File: config.mk
export PLATFORM = sky130hd
export DESIGN_NAME = vga_sync_capture
export DESIGN_NICKNAME = d
export VERILOG_FILES = /design/src/rtl/vga_sync_capture.sv
export SDC_FILE = /design/constraint.sdc
export NUM_CORES = 1
export LEC_CHECK = 0
export ABC_AREA = 1
export BUFFER_PORTS_ARGS = -buffer_cell sky130_fd_sc_hd__buf_2
export CELL_PAD_IN_SITES_DETAIL_PLACEMENT = 0
export CELL_PAD_IN_SITES_GLOBAL_PLACEMENT = 2
export CORE_MARGIN = 1
export CORE_UTILIZATION = 35
export DETAILED_ROUTE_END_ITERATION = 10
export PLACE_DENSITY_LB_ADDON = 0.08
export SKIP_CTS_REPAIR_TIMING = 1
export SYNTH_ARGS = -nofsm -noshare
export SYNTH_HDL_FRONTEND = slang
export SYNTH_SLANG_ARGS = --single-unit
File: constraint.sdc
create_clock -name clk -period 3.8 [get_ports clk]
set_clock_uncertainty 0.05 [all_clocks]
set_input_delay 0.76 -clock clk [delete_from_list [all_inputs] [get_ports clk]]
set_output_delay 0.76 -clock clk [all_outputs]
set_load 0.01 [all_outputs]
File: src/rtl/vga_sync_capture.sv
// ---------------------------------------------------------------------------
// vga_sync_capture
//   Receive side of a VGA-style display link. Samples hsync/vsync/active/pixel
//   on the pixel clock, recovers (x, y) from the strobes and emits a write
//   stream into a frame buffer. By default the frame is decimated 2x2
//   (640x480 -> 320x240). Also checks geometry: per-line active length,
//   lines per frame, lock and a sticky error flag.
//
//   Build option: define CAPTURE_FULL_RES_EN to write every in-range active
//   pixel at full resolution instead of the 2x2 decimated frame.
//
// Ports
//   clk           pixel clock, rising edge
//   rst           asynchronous reset, active high
//   i_hsync       horizontal sync, asserted level = SYNC_POL
//   i_vsync       vertical sync, asserted level = SYNC_POL
//   i_active      display enable, active high
//   i_pixel       pixel data, qualified by i_active
//   o_wr_en       frame-buffer write strobe
//   o_wr_addr     frame-buffer word address
//   o_wr_data     frame-buffer write data
//   o_frame_done  one-cycle pulse when a captured frame closes
//   o_locked      last closed frame was exactly H_ACTIVE x V_ACTIVE
//   o_line_len    active-pixel count of the last finished line
//   o_err         sticky geometry error, cleared only by rst
// ---------------------------------------------------------------------------
module vga_sync_capture #(
  parameter int H_ACTIVE = 640,
  parameter int V_ACTIVE = 480,
  parameter bit SYNC_POL = 1'b1,
  parameter int DATA_W   = 12
) (
  input  logic              clk,
  input  logic              rst,
  input  logic              i_hsync,
  input  logic              i_vsync,
  input  logic              i_active,
  input  logic [DATA_W-1:0] i_pixel,
  output logic              o_wr_en,
  output logic [18:0]       o_wr_addr,
  output logic [DATA_W-1:0] o_wr_data,
  output logic              o_frame_done,
  output logic              o_locked,
  output logic [9:0]        o_line_len,
  output logic              o_err
);

  localparam logic [1:0] ST_IDLE    = 2'd0;
  localparam logic [1:0] ST_ARMED   = 2'd1;
  localparam logic [1:0] ST_CAPTURE = 2'd2;

  localparam logic [9:0] H_A10   = 10'(H_ACTIVE);
  localparam logic [9:0] V_A10   = 10'(V_ACTIVE);
  localparam logic [9:0] CNT_MAX = 10'h3FF;

`ifdef CAPTURE_FULL_RES_EN
  localparam logic [18:0] ROW_STEP = 19'(H_ACTIVE);
`else
  localparam logic [18:0] ROW_STEP = 19'(H_ACTIVE / 2);
`endif

  // -------------------------------------------------------------------------
  // Input stage. Sync levels are normalised to "1 = asserted" so the rest of
  // the design is polarity-agnostic.
  // -------------------------------------------------------------------------
  logic              r_s_hsync;
  logic              r_s_vsync;
  logic              r_d_vsync;
  logic              r_s_active;
  logic              r_d_active;
  logic [DATA_W-1:0] r_s_pixel;

  always_ff @(posedge clk or posedge rst) begin
    if (rst) begin
      // vsync history resets to "asserted" so that releasing reset in the
      // middle of a sync pulse is not mistaken for a fresh frame start.
      r_s_hsync  <= 1'b0;
      r_s_vsync  <= 1'b1;
      r_d_vsync  <= 1'b1;
      r_s_active <= 1'b0;
      r_d_active <= 1'b0;
      r_s_pixel  <= '0;
    end else begin
      r_s_hsync  <= (i_hsync == SYNC_POL);
      r_s_vsync  <= (i_vsync == SYNC_POL);
      r_d_vsync  <= r_s_vsync;
      r_s_active <= i_active;
      r_d_active <= r_s_active;
      r_s_pixel  <= i_pixel;
    end
  end

  // Coordinates come entirely from active/vsync; hsync is sampled for
  // completeness of the input stage but carries nothing we need.
  logic w_unused_hsync;
  assign w_unused_hsync = r_s_hsync;

  logic w_vs_start;
  logic w_act_rise;
  logic w_line_end;

  assign w_vs_start = r_s_vsync & ~r_d_vsync;
  assign w_act_rise = r_s_active & ~r_d_active;
  assign w_line_end = r_d_active & ~r_s_active;

  // -------------------------------------------------------------------------
  // Frame FSM
  // -------------------------------------------------------------------------
  logic [1:0] r_state;
  logic [1:0] w_state_nxt;
  logic       w_close;

  always_comb begin
    w_state_nxt = r_state;
    w_close     = 1'b0;
    case (r_state)
      ST_IDLE:    if (w_vs_start) w_state_nxt = ST_ARMED;
      ST_ARMED:   if (w_act_rise) w_state_nxt = ST_CAPTURE;
      ST_CAPTURE: begin
        if (w_vs_start) begin
          w_state_nxt = ST_ARMED;
          w_close     = 1'b1;
        end
      end
      default:    w_state_nxt = ST_IDLE;
    endcase
  end

  // -------------------------------------------------------------------------
  // Coordinate counters and write decode
  // -------------------------------------------------------------------------
  logic [9:0]  r_x_cnt;
  logic [9:0]  r_y_cnt;
  logic [18:0] r_row_base;
  logic        r_frame_bad;

  logic        w_in_cap;
  logic        w_px;
  logic        w_le_cap;
  logic        w_line_bad;
  logic [9:0]  w_y_final;
  logic        w_in_range;
  logic        w_wr;
  logic [18:0] w_addr;
  logic        w_row_adv;

  assign w_in_cap = (r_state == ST_CAPTURE);

  // A pixel belongs to the frame once capture is running, including the very
  // first active cycle that moves ARMED -> CAPTURE. Anything seen in IDLE is
  // ignored entirely.
  assign w_px = r_s_active & (w_in_cap | ((r_state == ST_ARMED) & w_act_rise));

  assign w_le_cap   = w_line_end & w_in_cap;
  assign w_line_bad = w_le_cap & (r_x_cnt != H_A10);

  // A line ending on the same cycle as the frame close still counts.
  assign w_y_final  = (w_le_cap && (r_y_cnt != CNT_MAX)) ? r_y_cnt + 10'd1 : r_y_cnt;

  assign w_in_range = (r_x_cnt < H_A10) & (r_y_cnt < V_A10);

`ifdef CAPTURE_FULL_RES_EN
  assign w_wr      = w_px & w_in_range;
  assign w_addr    = r_row_base + {9'd0, r_x_cnt};
  assign w_row_adv = w_le_cap;
`else
  assign w_wr      = w_px & w_in_range & ~r_x_cnt[0] & ~r_y_cnt[0];
  assign w_addr    = r_row_base + {10'd0, r_x_cnt[9:1]};
  // Only even source lines start a new decimated row.
  assign w_row_adv = w_le_cap & ~r_y_cnt[0];
`endif

  // -------------------------------------------------------------------------
  // State, counters, status and output registers
  // -------------------------------------------------------------------------
  logic              r_wr_en;
  logic [18:0]       r_wr_addr;
  logic [DATA_W-1:0] r_wr_data;
  logic              r_frame_done;
  logic              r_locked;
  logic [9:0]        r_line_len;
  logic              r_err;

  always_ff @(posedge clk or posedge rst) begin
    if (rst) begin
      r_state      <= ST_IDLE;
      r_x_cnt      <= '0;
      r_y_cnt      <= '0;
      r_row_base   <= '0;
      r_frame_bad  <= 1'b0;
      r_wr_en      <= 1'b0;
      r_wr_addr    <= '0;
      r_wr_data    <= '0;
      r_frame_done <= 1'b0;
      r_locked     <= 1'b0;
      r_line_len   <= '0;
      r_err        <= 1'b0;
    end else begin
      r_state <= w_state_nxt;

      // x: counts active cycles of the current line, saturating
      if (w_line_end)
        r_x_cnt <= '0;
      else if (w_px && (r_x_cnt != CNT_MAX))
        r_x_cnt <= r_x_cnt + 10'd1;

      // y / row base: lines of the current frame
      if (w_close) begin
        r_y_cnt    <= '0;
        r_row_base <= '0;
      end else begin
        if (w_le_cap && (r_y_cnt != CNT_MAX))
          r_y_cnt <= r_y_cnt + 10'd1;
        if (w_row_adv)
          r_row_base <= r_row_base + ROW_STEP;
      end

      // Output write stage: one register after the input register.
      r_wr_en <= w_wr;
      if (w_wr) begin
        r_wr_addr <= w_addr;
        r_wr_data <= r_s_pixel;
      end

      if (w_le_cap)
        r_line_len <= r_x_cnt;

      if (w_line_bad || (w_close && (w_y_final != V_A10)))
        r_err <= 1'b1;

      r_frame_done <= w_close;

      if (w_close) begin
        r_locked    <= ~(r_frame_bad | w_line_bad | (w_y_final != V_A10));
        r_frame_bad <= 1'b0;
      end else if (w_line_bad) begin
        r_frame_bad <= 1'b1;
      end
    end
  end

  assign o_wr_en      = r_wr_en;
  assign o_wr_addr    = r_wr_addr;
  assign o_wr_data    = r_wr_data;
  assign o_frame_done = r_frame_done;
  assign o_locked     = r_locked;
  assign o_line_len   = r_line_len;
  assign o_err        = r_err;

endmodule

Word-level counts from Yosys, hierarchy flattened
Index checks and enable logic that the tools add are counted.
Storage, ports and cells
  bits in registers: 103
  input bits: 17
  output and inout port bits: 45
  logic and storage cells: 75
Cells by class
  add/sub/neg operators: 4
  $lt $le $gt $ge: 2
  eq/ne operators: 8
  mux-type cells: 13
  bitwise gates (word level): 21
  reduce and logical (&&, ||, !) cells: 10
Operator list (count)
  10-bit two-way mux: 4
  19-bit two-way mux: 2
  10-bit != test, second input constant: 3
  10-bit by 1-bit adder with 10-bit output, second input constant: 2
  19-bit by 9-bit adder with 19-bit output: 1
  19-bit by 9-bit adder with 19-bit output, second input constant: 1
  1-bit bitwise AND: 12
  10-bit less-than comparator, second input constant: 1
  10-bit by 9-bit less-than comparator with 1-bit output, second input constant: 1
  10-bit by 9-bit != test with 1-bit output, second input constant: 1
  1-bit inverter: 6
  2-bit nonzero test: 3
  1-bit two-way mux: 4
  2-bit two-way mux: 2
  2-bit case mux with 2 select lines: 1
  1-bit logical AND: 3
  1-bit OR: 3
  2-bit by 1-bit == test with 1-bit output, second input constant: 1
  2-bit == test, second input constant: 1
  2-bit zero test: 1
  2-bit by 1-bit != test with 1-bit output, second input constant: 1
  2-bit != test, second input constant: 1
  2-bit AND reduction: 1
  2-bit OR reduction: 1
  1-bit logical OR: 1

Longest topological paths before layout
Gate-level depths: netlist of the first run.
  depth after elaboration: 8
  gate-level depth with buffers: 14
  gate-level depth less buffers: 14

Worst setup path before layout of the first run
OpenSTA, ideal clock, no wires.
  kind: reg-to-reg
  start point: reg r_y_cnt[0]
  end point: reg r_err (netlist: o_err)
  setup time: 119 ps
  arrival time: 1520 ps
  data required time: 3631 ps
  setup slack: 2111 ps
  stages on the path, launching flop included: 15
  period minus slack after synthesis: 1689 ps
  cells stage by stage: dfrtp_1 ha_1 inv_2 nor2_4 nand3_4 nand2_4 inv_4 nand2_2 nand2_2 nor2_2 nand2_1 nor2_2 nand2_1 nand2_1 nand2_1
On the way
  cells in the longest elaborated chain, start to end: 6
  elaborated cells between the ends (all ways): 7
RTL lines
  start, declared: RTL line 133  | logic [9:0] r_y_cnt;
  start signal, assigned: RTL line 213  | r_y_cnt <= r_y_cnt + 10'd1;
  branches (longest 2 deep; another with 10-bit by 1-bit adder with 10-bit output)
  10-bit two-way mux (*)
  10-bit by 9-bit != test with 1-bit output (*): RTL line 228  | if (w_line_bad || (w_close && (w_y_final != V_A10)))
  1-bit logical AND (*): RTL line 228
  1-bit logical OR (*): RTL line 228
  end signal, assigned: RTL line 197  | r_err <= 1'b0;
  end signal, assigned: RTL line 229  | r_err <= 1'b1;
  end, declared: RTL line 182  | logic r_err;
Every way passes the cells marked *.
A chain may end at the register's enable or synchronous reset.

Worst setup path in the final report of the first run
  start point: reg r_y_cnt[7]
  end point: reg r_wr_addr[12] (netlist: o_wr_addr[12])
On the way
  cells in the longest elaborated chain, start to end: 5
RTL lines
  10-bit by 9-bit less-than comparator with 1-bit output: RTL line 160  | assign w_in_range = (r_x_cnt < H_A10) & (r_y_cnt < V_A10);
  1-bit bitwise AND: RTL line 160
  1-bit bitwise AND (3 in a row): RTL line 167  | assign w_wr = w_px & w_in_range & ~r_x_cnt[0] & ~r_y_cnt[0];
  end signal, assigned: RTL line 221  | r_wr_addr <= w_addr;
  end, declared: RTL line 177  | logic [18:0] r_wr_addr;
No other way between the ends.

==> qor.yml, run 1 <==
route:
  vias_per_cell: 4.60
  drt_wl_total_um: 9970
  vias: 3418
  wire_per_inst_um: 13.4
  ant_nets: 0
  drc_errors: 0
  drt_iter0_drc: 139
  first_pass_iters: 4
synthesis:
  synthesis.instances: 507
  synth_fp_nets: 530
  ys_ff_latch: 97
  synth_seq_area_share_pct: 54.8
  syn_area_mm2: 0.00444
  synth_area_per_cell_um2: 8.75
  synth_top_area_share_pct: 53.6
  ys_types: 38
  synth.area.top_cells: "dfrtp_1 54%, nand2_1 12%, inv_1 4.3%"
  yosysTopAreaCell: "dfrtp_1"
  yosysWarningCount: 0
worst_setup_path:
  critPathRequiredTime_ns: 3.98
  end_kind: "register"
  cp_max_fo: 28
  critical_path_class: "reg -> reg"
  crit_path_frequent_cell: "nor3_1"
  slowest_delay_ns: 0.39
  cp_cell_sequence: "inv_1 -> nor3_1 -> nor3_1 -> nand2_2 -> buf_4 -> nor2_1 -> o21ai_0 -> nand2_1"
  r2r_setup_slack_ns: 1.66
  critPathSlowestCell: "dfrtp_1"
  cp-start-kind: "register"
  arrival_ns: 2.32
sta:
  setup_tns_ns: 0
  final-max-slew-violation-count: 0
  rsz0062_at_grt: "no"
  setup_viol: 0
  slew_headroom_pct: 58.6
  worst_pin_slew_ns: 0.620
  fmaxAchievable_mhz: 467
  whs_ns: 0.316
  timing.final.crit_period_ns: 2.14
  period_share_pct: 56.4
  hold_viol_final: 0
clock_tree:
  cts_max_level: 3
  clock_path_buffers: 2
  cts_tree: "yes"
  clock_latency_ns: 0.35
  root_buffer: "clkbuf_16"
  clkSinkCount: 97
  cts_buffers: 9
  clkTransAtPathRegs_ns: 0.06
place:
  numPortBuffers: 60
  post-dp-hpwl_um: 7100
  dpl_cell_area_mm2: 0.00493
  globalplace.congestion: 0.755
finish:
  n_antenna_cell: 0
  stdcell_area_mm2: 0.00522
  finish.utilization_pct: 42.9
  syn_to_final_growth_pct: 17.7
  fin_nets: 594
  drive_gt1_share_pct: 21.7
floorplan:
  die_h_um: 115
  fp.dieW_um: 115
  start_util_pct: 36.5
  core.rowCount: 40
  io_pins: 62
  core_mm2: 0.0122
  fp.dieArea_mm2: 0.0131
power_and_ir_drop:
  power.density_mw_per_mm2: 550
  power.total_w: 0.00287
  ir_drop_v: 0.000264
  leakage_nw: 2.64
global_routing:
  grt-ovfl-total: 0
  antenna_found_initial: 0
  grt_pass1_vias: 3249
  grt_usage_pct: 16.8
  grt_max_degree: 51
  grt_pass1_wl_um: 16700
worst_hold_path:
  hold_path.class: "reg -> reg"
outcome:
  status: "finished clean"
flow_run:
  drv_cap: 0
[Yosys cell counts, drive strengths merged]
cell,number
o211ai,1
clkbuf,2
nand2,157
o21ai,51
and2,1
a21oi,19
xnor2,1
dfstp,2
nor2,40
dfrtp,95
and3,1
buf,8
nand3,26
xor2,4
o22ai,1
nor3b,1
o21bai,2
o21a,1
ha,6
inv,60
or2,1
nor3,10
nand4,11
o31ai,1
nor4,5
[layout by cell type, fill, tap and decap left out, types with 3 or more instances in the layout]
cell | netlist | layout
inv_2 | 8 | 8
clkbuf_16 | 0 | 9
o21ai_1 | 16 | 16
nor2_2 | 6 | 6
nand4_1 | 11 | 11
nand2_2 | 13 | 13
xor2_1 | 4 | 4
buf_2 | 7 | 60
o21ai_0 | 34 | 34
buf_4 | 0 | 3
inv_1 | 51 | 50
nor2_4 | 6 | 6
nand2_4 | 5 | 5
nor4_1 | 4 | 4
nand3_1 | 24 | 24
a21oi_1 | 19 | 19
nand2_1 | 139 | 139
ha_1 | 6 | 6
dfrtp_1 | 95 | 95
nor3_1 | 10 | 10
nor2_1 | 27 | 27
[worst paths after layout]
path                            cells after the start       endpoint        from
max in group asynchronous                           3      r_s_vsync         rst
worst min register to register                      0      r_d_vsync   r_s_vsync
min in group asynchronous                           2     r_y_cnt[3]         rst
worst max-delay path                                8  o_wr_addr[12]  r_y_cnt[7]
worst max register to register                      8  o_wr_addr[12]  r_y_cnt[7]
worst min-delay path                                0      r_d_vsync   r_s_vsync
[layout make-up]
type / instances / area [um2]
repair buffers: 63 / 323
multi-input cells: 340 / 1730
flip-flops and latches: 97 / 2430
well taps: 168 / 210
inverters: 60 / 230
fillers: 1254 / 6940
clock buffers: 11 / 243
clock inverters: 4 / 53.8
[per-layer routing]
metal	track usage, %	routed length [um]
met5	0	0
met4	5.37	119
met3	5.08	334
met2	24.9	4520
met1	23.6	5000
[worst max-delay path: cells and delay by family (launching register included)]
kind | cells | cell delay [ns]
buffers and inverters | 2 | 0.47
AO/OA/AOI/OAI | 1 | 0.11
flip-flops | 1 | 0.39
AND/OR/NAND/NOR | 5 | 1.01
[stage by stage]
step	cells	setup slack, ns
final	743	1.66
after global routing	743	1.46
after CTS	743	1.65
after detailed placement	728	1.66
after global placement	728	1.66
after floorplan	507	0.460
[report_power, final]
group | internal (W) | switching [W]
sequential | 0.00121 | 0.000118
clock | 0.000525 | 0.000382
combinational | 0.000230 | 0.000406
[cell families after synthesis]
group	Yosys count	synth area share [%]
and+or+nand+nor	253	27.4
DFF	97	54.8
AOI/OAI and AO/OA	76	8.97
buffers and inverters	70	6.18
adders and majority gates	6	1.69
xor gates and xnor gates	5	0.987
[flip-flops by register name, indices dropped and copies added, names as in the netlist, 2 cells and up]
register    cells
r_x_cnt        10
r_y_cnt        10
r_s_pixel      12
o_wr_data      12
r_row_base     13
o_wr_addr      19
r_state         2
o_line_len     10
No activity file was read; power rests on OpenSTA's default activity.
==> run 2, diff against run 1 <==
==> constraint.sdc (replaced) <==
create_clock -name clk -period 2.2 [get_ports clk]
set_clock_uncertainty 0.05 [all_clocks]
set_input_delay 0.44 -clock clk [delete_from_list [all_inputs] [get_ports clk]]
set_output_delay 0.44 -clock clk [all_outputs]
set_load 0.01 [all_outputs]
==> run 2 against run 1 <==
Global-route usage increased by 0.47 points. Maximum frequency increased by 8.4%. Routed wire length increased by 1.3%. Power increased by 75%. Flip-flop and latch count unchanged. Largest cell class unchanged. Non-clock buffer count increased by 5. Count of clock-buffer cells in the layout decreased by 2. Critical endpoint is now o_err. Cell area increased by 1.2%.
==> qor.yml, run 2 (same netlist as run 1, synthesis figures left out) <==
worst_setup_path:
  cp_max_fo: 8
  crit_path_frequent_cell: "nand2_1"
  arrival_ns: 2.16
  end_kind: "register"
  critPathSlowestCell: "dfrtp_1"
  cp_cell_sequence: "ha_1 -> inv_2 -> nor2_4 -> nand3_4 -> nand2_4 -> inv_4 -> nand2_2 -> nand2_2 -> nor2_2 -> nand2_1 -> nor2_2 -> nand2_1 -> nand2_1 -> nand2_1"
  slowest_delay_ns: 0.43
  critPathRequiredTime_ns: 2.39
  cp-start-kind: "register"
  critical_path_class: "reg -> reg"
floorplan:
  core_mm2: 0.0122
  fp.dieArea_mm2: 0.0131
  io_pins: 62
  core.rowCount: 40
  fp.dieW_um: 115
  start_util_pct: 36.5
  die_h_um: 115
finish:
  largest_register_ffs: 19
  stdcell_area_mm2: 0.00528
  syn_to_final_growth_pct: 19.1
  nFillCells: 1250
  n_antenna_cell: 0
  drive_gt1_share_pct: 23.1
  fin_nets: 599
  stdcell_count: 749
  final_cell_mix: "139 x nand2_1, 94 x dfrtp_1, 60 x buf_2"
  final_common_cell: "nand2_1"
place:
  dp.cells: 733
  globalplace.congestion: 0.744
  numPortBuffers: 60
  dpl_cell_area_mm2: 0.00498
  post-dp-hpwl_um: 7330
  pre_cts_ws_ns: 0.201
route:
  vias: 3464
  drt_wl_total_um: 10100
  drt_iter0_drc: 170
  first_pass_iters: 4
  wire_per_inst_um: 13.5
  ant_nets: 0
  vias_per_cell: 4.62
  drc_errors: 0
sta:
  rsz0062_at_grt: "no"
  worst_pin_slew_ns: 0.490
  worst_slack_ns: 0.225
  fmaxAchievable_mhz: 506
  period_share_pct: 89.8
  final-max-slew-violation-count: 0
  timing.final.crit_period_ns: 1.98
  whs_ns: 0.126
  setup_viol: 0
  slew_headroom_pct: 67.3
  hold_viol_final: 0
  setup_tns_ns: 0
worst_hold_path:
  hold_path.class: "in -> async"
global_routing:
  grt_usage_pct: 17.3
  grt_pass1_wl_um: 17200
  grt_max_degree: 65
  antenna_found_initial: 0
  grt-ovfl-total: 0
  grt_pass1_vias: 3355
clock_tree:
  cts_tree: "yes"
  cts_buffers: 9
  clock_path_buffers: 2
  cts_max_level: 3
  clock_latency_ns: 0.34
  root_buffer: "clkbuf_16"
  clkSinkCount: 97
  clkTransAtPathRegs_ns: 0.07
outcome:
  status: "finished clean"
power_and_ir_drop:
  ir_drop_v: 0.000464
  power.density_mw_per_mm2: 948
  leakage_nw: 2.66
flow_run:
  drv_cap: 0
==> run 2: power by group <==
part	internal (W)	switching, W
Combinational	0.000410	0.000700
Sequential	0.00209	0.000208
Clock	0.000892	0.000712
Total	0.00339	0.00162
==> run 2: cell type report <==
type / instances / area, um2 / share of cell area, %
Sequential cell: 97 / 2430 / 46.0
Multi-Input combinational cell: 340 / 1740 / 32.9
Timing Repair Buffer: 68 / 373 / 7.06
Inverter: 60 / 231 / 4.38
Clock buffer: 9 / 225 / 4.26
Tap cell: 168 / 210 / 3.98
Clock inverter: 7 / 76.3 / 1.44
==> run 2: metrics by stage <==
stage / power [W] / util (%)
floorplan: 0.00304 / -
global placement: 0.00345 / 40.9
CTS: 0.00510 / 43.4
global route: 0.00535 / 43.4
detailed placement: 0.00346 / 40.9
finish: 0.00501 / 43.4
==> run 2: per-layer routing <==
| layer | share of wire [%] | vias to the layer above | global-route usage [%] | wire (um) |
|---|---|---|---|---|
| met5 | 0 | - | 0 | 0 |
| met4 | 1.9 | 0 | 7.53 | 190 |
| met3 | 2.3 | 14 | 3.07 | 228 |
| met2 | 44 | 42 | 25.7 | 4480 |
| met1 | 51 | 1632 | 24.8 | 5200 |
| li1 | - | 1776 | - | - |
==> run 2: worst max-delay path, delay by kind of cell (launching register included) <==
family                     cells  cell delay, ns
and+or+nand+nor               11            0.97
DFF                            1            0.43
adders and majority gates      1            0.27
buffers and inverters          2            0.13
==> run 2: worst paths after layout <==
| kind | from | endpoint | slack, ns | depth (start not counted) |
|---|---|---|---|---|
| worst max-delay path | r_y_cnt[0] | o_err | 0.22 | 14 |
| worst min-delay path | rst | r_y_cnt[6] | 0.13 | 3 |
| worst max register to register | r_y_cnt[0] | o_err | 0.22 | 14 |
| worst min register to register | r_s_vsync | r_d_vsync | 0.32 | 0 |
| max in group asynchronous | rst | r_s_pixel[9] | 1.62 | 3 |
| min in group clk | i_vsync | r_s_vsync | 0.14 | 1 |
==> run 3, diff against run 2 <==
--- a/config.mk
+++ b/config.mk
@@ -10,7 +10,7 @@
 export CELL_PAD_IN_SITES_DETAIL_PLACEMENT = 0
 export CELL_PAD_IN_SITES_GLOBAL_PLACEMENT = 2
 export CORE_MARGIN = 1
-export CORE_UTILIZATION = 35
+export CORE_UTILIZATION = 31
 export DETAILED_ROUTE_END_ITERATION = 10
 export PLACE_DENSITY_LB_ADDON = 0.08
 export SKIP_CTS_REPAIR_TIMING = 1
==> constraint.sdc (replaced) <==
create_clock -name clk -period 1.7 [get_ports clk]
set_clock_uncertainty 0.05 [all_clocks]
set_input_delay 0.34 -clock clk [delete_from_list [all_inputs] [get_ports clk]]
set_output_delay 0.34 -clock clk [all_outputs]
set_load 0.01 [all_outputs]
==> run 3 against run 2 <==
The flow now finishes with violations (negative hold slack, negative setup slack). Global-route usage shrank 1.1 points. Critical path depth down 6. Clock power increased by 36%. Power rose by 46%. First-iteration DRC count decreased by 10%. Routed wire length rose by 14%. Largest cell class unchanged.
==> qor.yml, run 3 (same netlist as run 1, synthesis figures left out) <==
outcome:
  status: "finished, violations left"
  violations: "negative hold slack, negative setup slack"
flow_run:
  drv_cap: 0
worst_setup_path:
  cp-start-kind: "register"
  arrival_ns: 2.03
  end_kind: "register"
  critical_path_class: "reg -> reg"
  r2r_setup_slack_ns: -0.1
  cp_max_fo: 6
  critPathRequiredTime_ns: 1.94
place:
  globalplace.congestion: 0.838
  post-dp-hpwl_um: 8250
  dp.cells: 811
  pre_cts_ws_ns: -0.183
  numPortBuffers: 60
clock_tree:
  cts_tree: "yes"
  cts_buffers: 9
  clkSinkCount: 97
  clock_path_buffers: 2
  clkTransAtPathRegs_ns: 0.07
  cts_max_level: 3
  root_buffer: "clkbuf_16"
  clock_latency_ns: 0.35
route:
  drt_wl_total_um: 11600
  first_pass_iters: 4
  drt_iter0_drc: 153
  wire_per_inst_um: 13.6
  route.met2.wl_um: 5340
  drc_errors: 0
  top_layer_used: "met4"
  vias: 3808
  vias_per_cell: 4.49
  wl_met3_um: 291
  ant_nets: 0
  drt-met1-wl_um: 5730
sta:
  whs_ns: -0.0256
  slew_headroom_pct: 65.0
  setup_viol: 27
  final-max-slew-violation-count: 0
  setup_tns_ns: -1.08
  period_share_pct: 106
  hold_viol_final: 13
  worst_slack_ns: -0.0964
  worst_pin_slew_ns: 0.523
  fmaxAchievable_mhz: 557
  rsz0062_at_grt: "yes"
  timing.final.crit_period_ns: 1.80
finish:
  syn_to_final_growth_pct: 42.4
  nFillCells: 1390
  fin_nets: 686
  stdcell_count: 848
  final_cell_mix: "129 x nand2_1, 93 x dfrtp_1, 83 x buf_4"
  final_common_cell: "nand2_1"
  drive_gt1_share_pct: 38.8
  n_antenna_cell: 0
  largest_register_ffs: 19
global_routing:
  grt_pass1_wl_um: 18400
  grt_pass1_vias: 3604
  grt_usage_pct: 16.3
  antenna_found_initial: 0
  grt-ovfl-total: 0
  grt_max_degree: 35
floorplan:
  fp.dieW_um: 122
  die_h_um: 122
  start_util_pct: 31.8
  core_mm2: 0.0139
  core.rowCount: 43
  fp.dieArea_mm2: 0.0148
  io_pins: 62
power_and_ir_drop:
  power.density_mw_per_mm2: 1160
  leakage_nw: 3.22
  ir_drop_v: 0.000617
worst_hold_path:
  hold_path.class: "in -> async"
## run 3: changes by cell type in the layout (fill, tap and decap cells not counted), moves of 4 or more
cell     before  now
buf_12        1    6
buf_4         7   83
nand2_1     139  129
o21ai_0      34   27
nand3_1      24   18
nor2_4        6   11
ha_1          6    2
nand2_4       5   14
nand3_2       1    6
## run 3: final cells by class
class                      count  area, um2  share of cell area, %
clock buffer                   9        225                   3.57
tap                          180        225                   3.57
timing repair buffer         154       1120                   17.7
clock inverter                 7       93.8                   1.49
multi-input combinational    341       1980                   31.3
sequential                    97       2430                   38.5
inverter                      60        246                   3.90
## run 3: report_power, final
group | leakage, nW | total [W] | switching, W | internal, W
logic | 1.79 | 0.00219 | 0.00119 | 0.00101
registers | 1.27 | 0.00294 | 0.000243 | 0.00270
clock network | 0.153 | 0.00217 | 0.000984 | 0.00118
total | 3.22 | 0.00731 | 0.00241 | 0.00490
## run 3: routing by layer
metal / track usage [%] / vias to the layer above
met1: 23.4 / 1789
li1: - / 1963
met3: 2.72 / 16
met5: 0 / -
met4: 6.71 / 0
met2: 24.1 / 40
## run 3: path summary, 6_finish.rpt
check | cells past startpoint | startpoint | to
min in group clk | 1 | i_pixel[9] | r_s_pixel[9]
worst max register to register | 8 | r_x_cnt[8] | o_wr_addr[17]
worst min register to register | 0 | r_s_vsync | r_d_vsync
worst max-delay path | 8 | r_x_cnt[8] | o_wr_addr[17]
max in group asynchronous | 3 | rst | r_x_cnt[5]
worst min-delay path | 2 | rst | o_err
## run 3: per-stage QoR
| step | power (W) | utilization (%) | cell area (um2) |
|---|---|---|---|
| floorplan | 0.00394 | - | 4440 |
| global placement | 0.00480 | 39.7 | 5530 |
| detailed placement | 0.00484 | 39.7 | 5530 |
| CTS | 0.00706 | 41.9 | 5840 |
| global route | 0.00780 | 45.3 | 6320 |
| finish | 0.00731 | 45.3 | 6320 |
## run 3: critical path, stage by stage (launching register included)
cell	delay, ns
dfrtp_2	0.45
ha_4	0.28
a21oi_2	0.06
o21bai_1	0.18
nand2_1	0.12
inv_2	0.15
nand4_1	0.16
xor2_1	0.17
o21ai_1	0.11
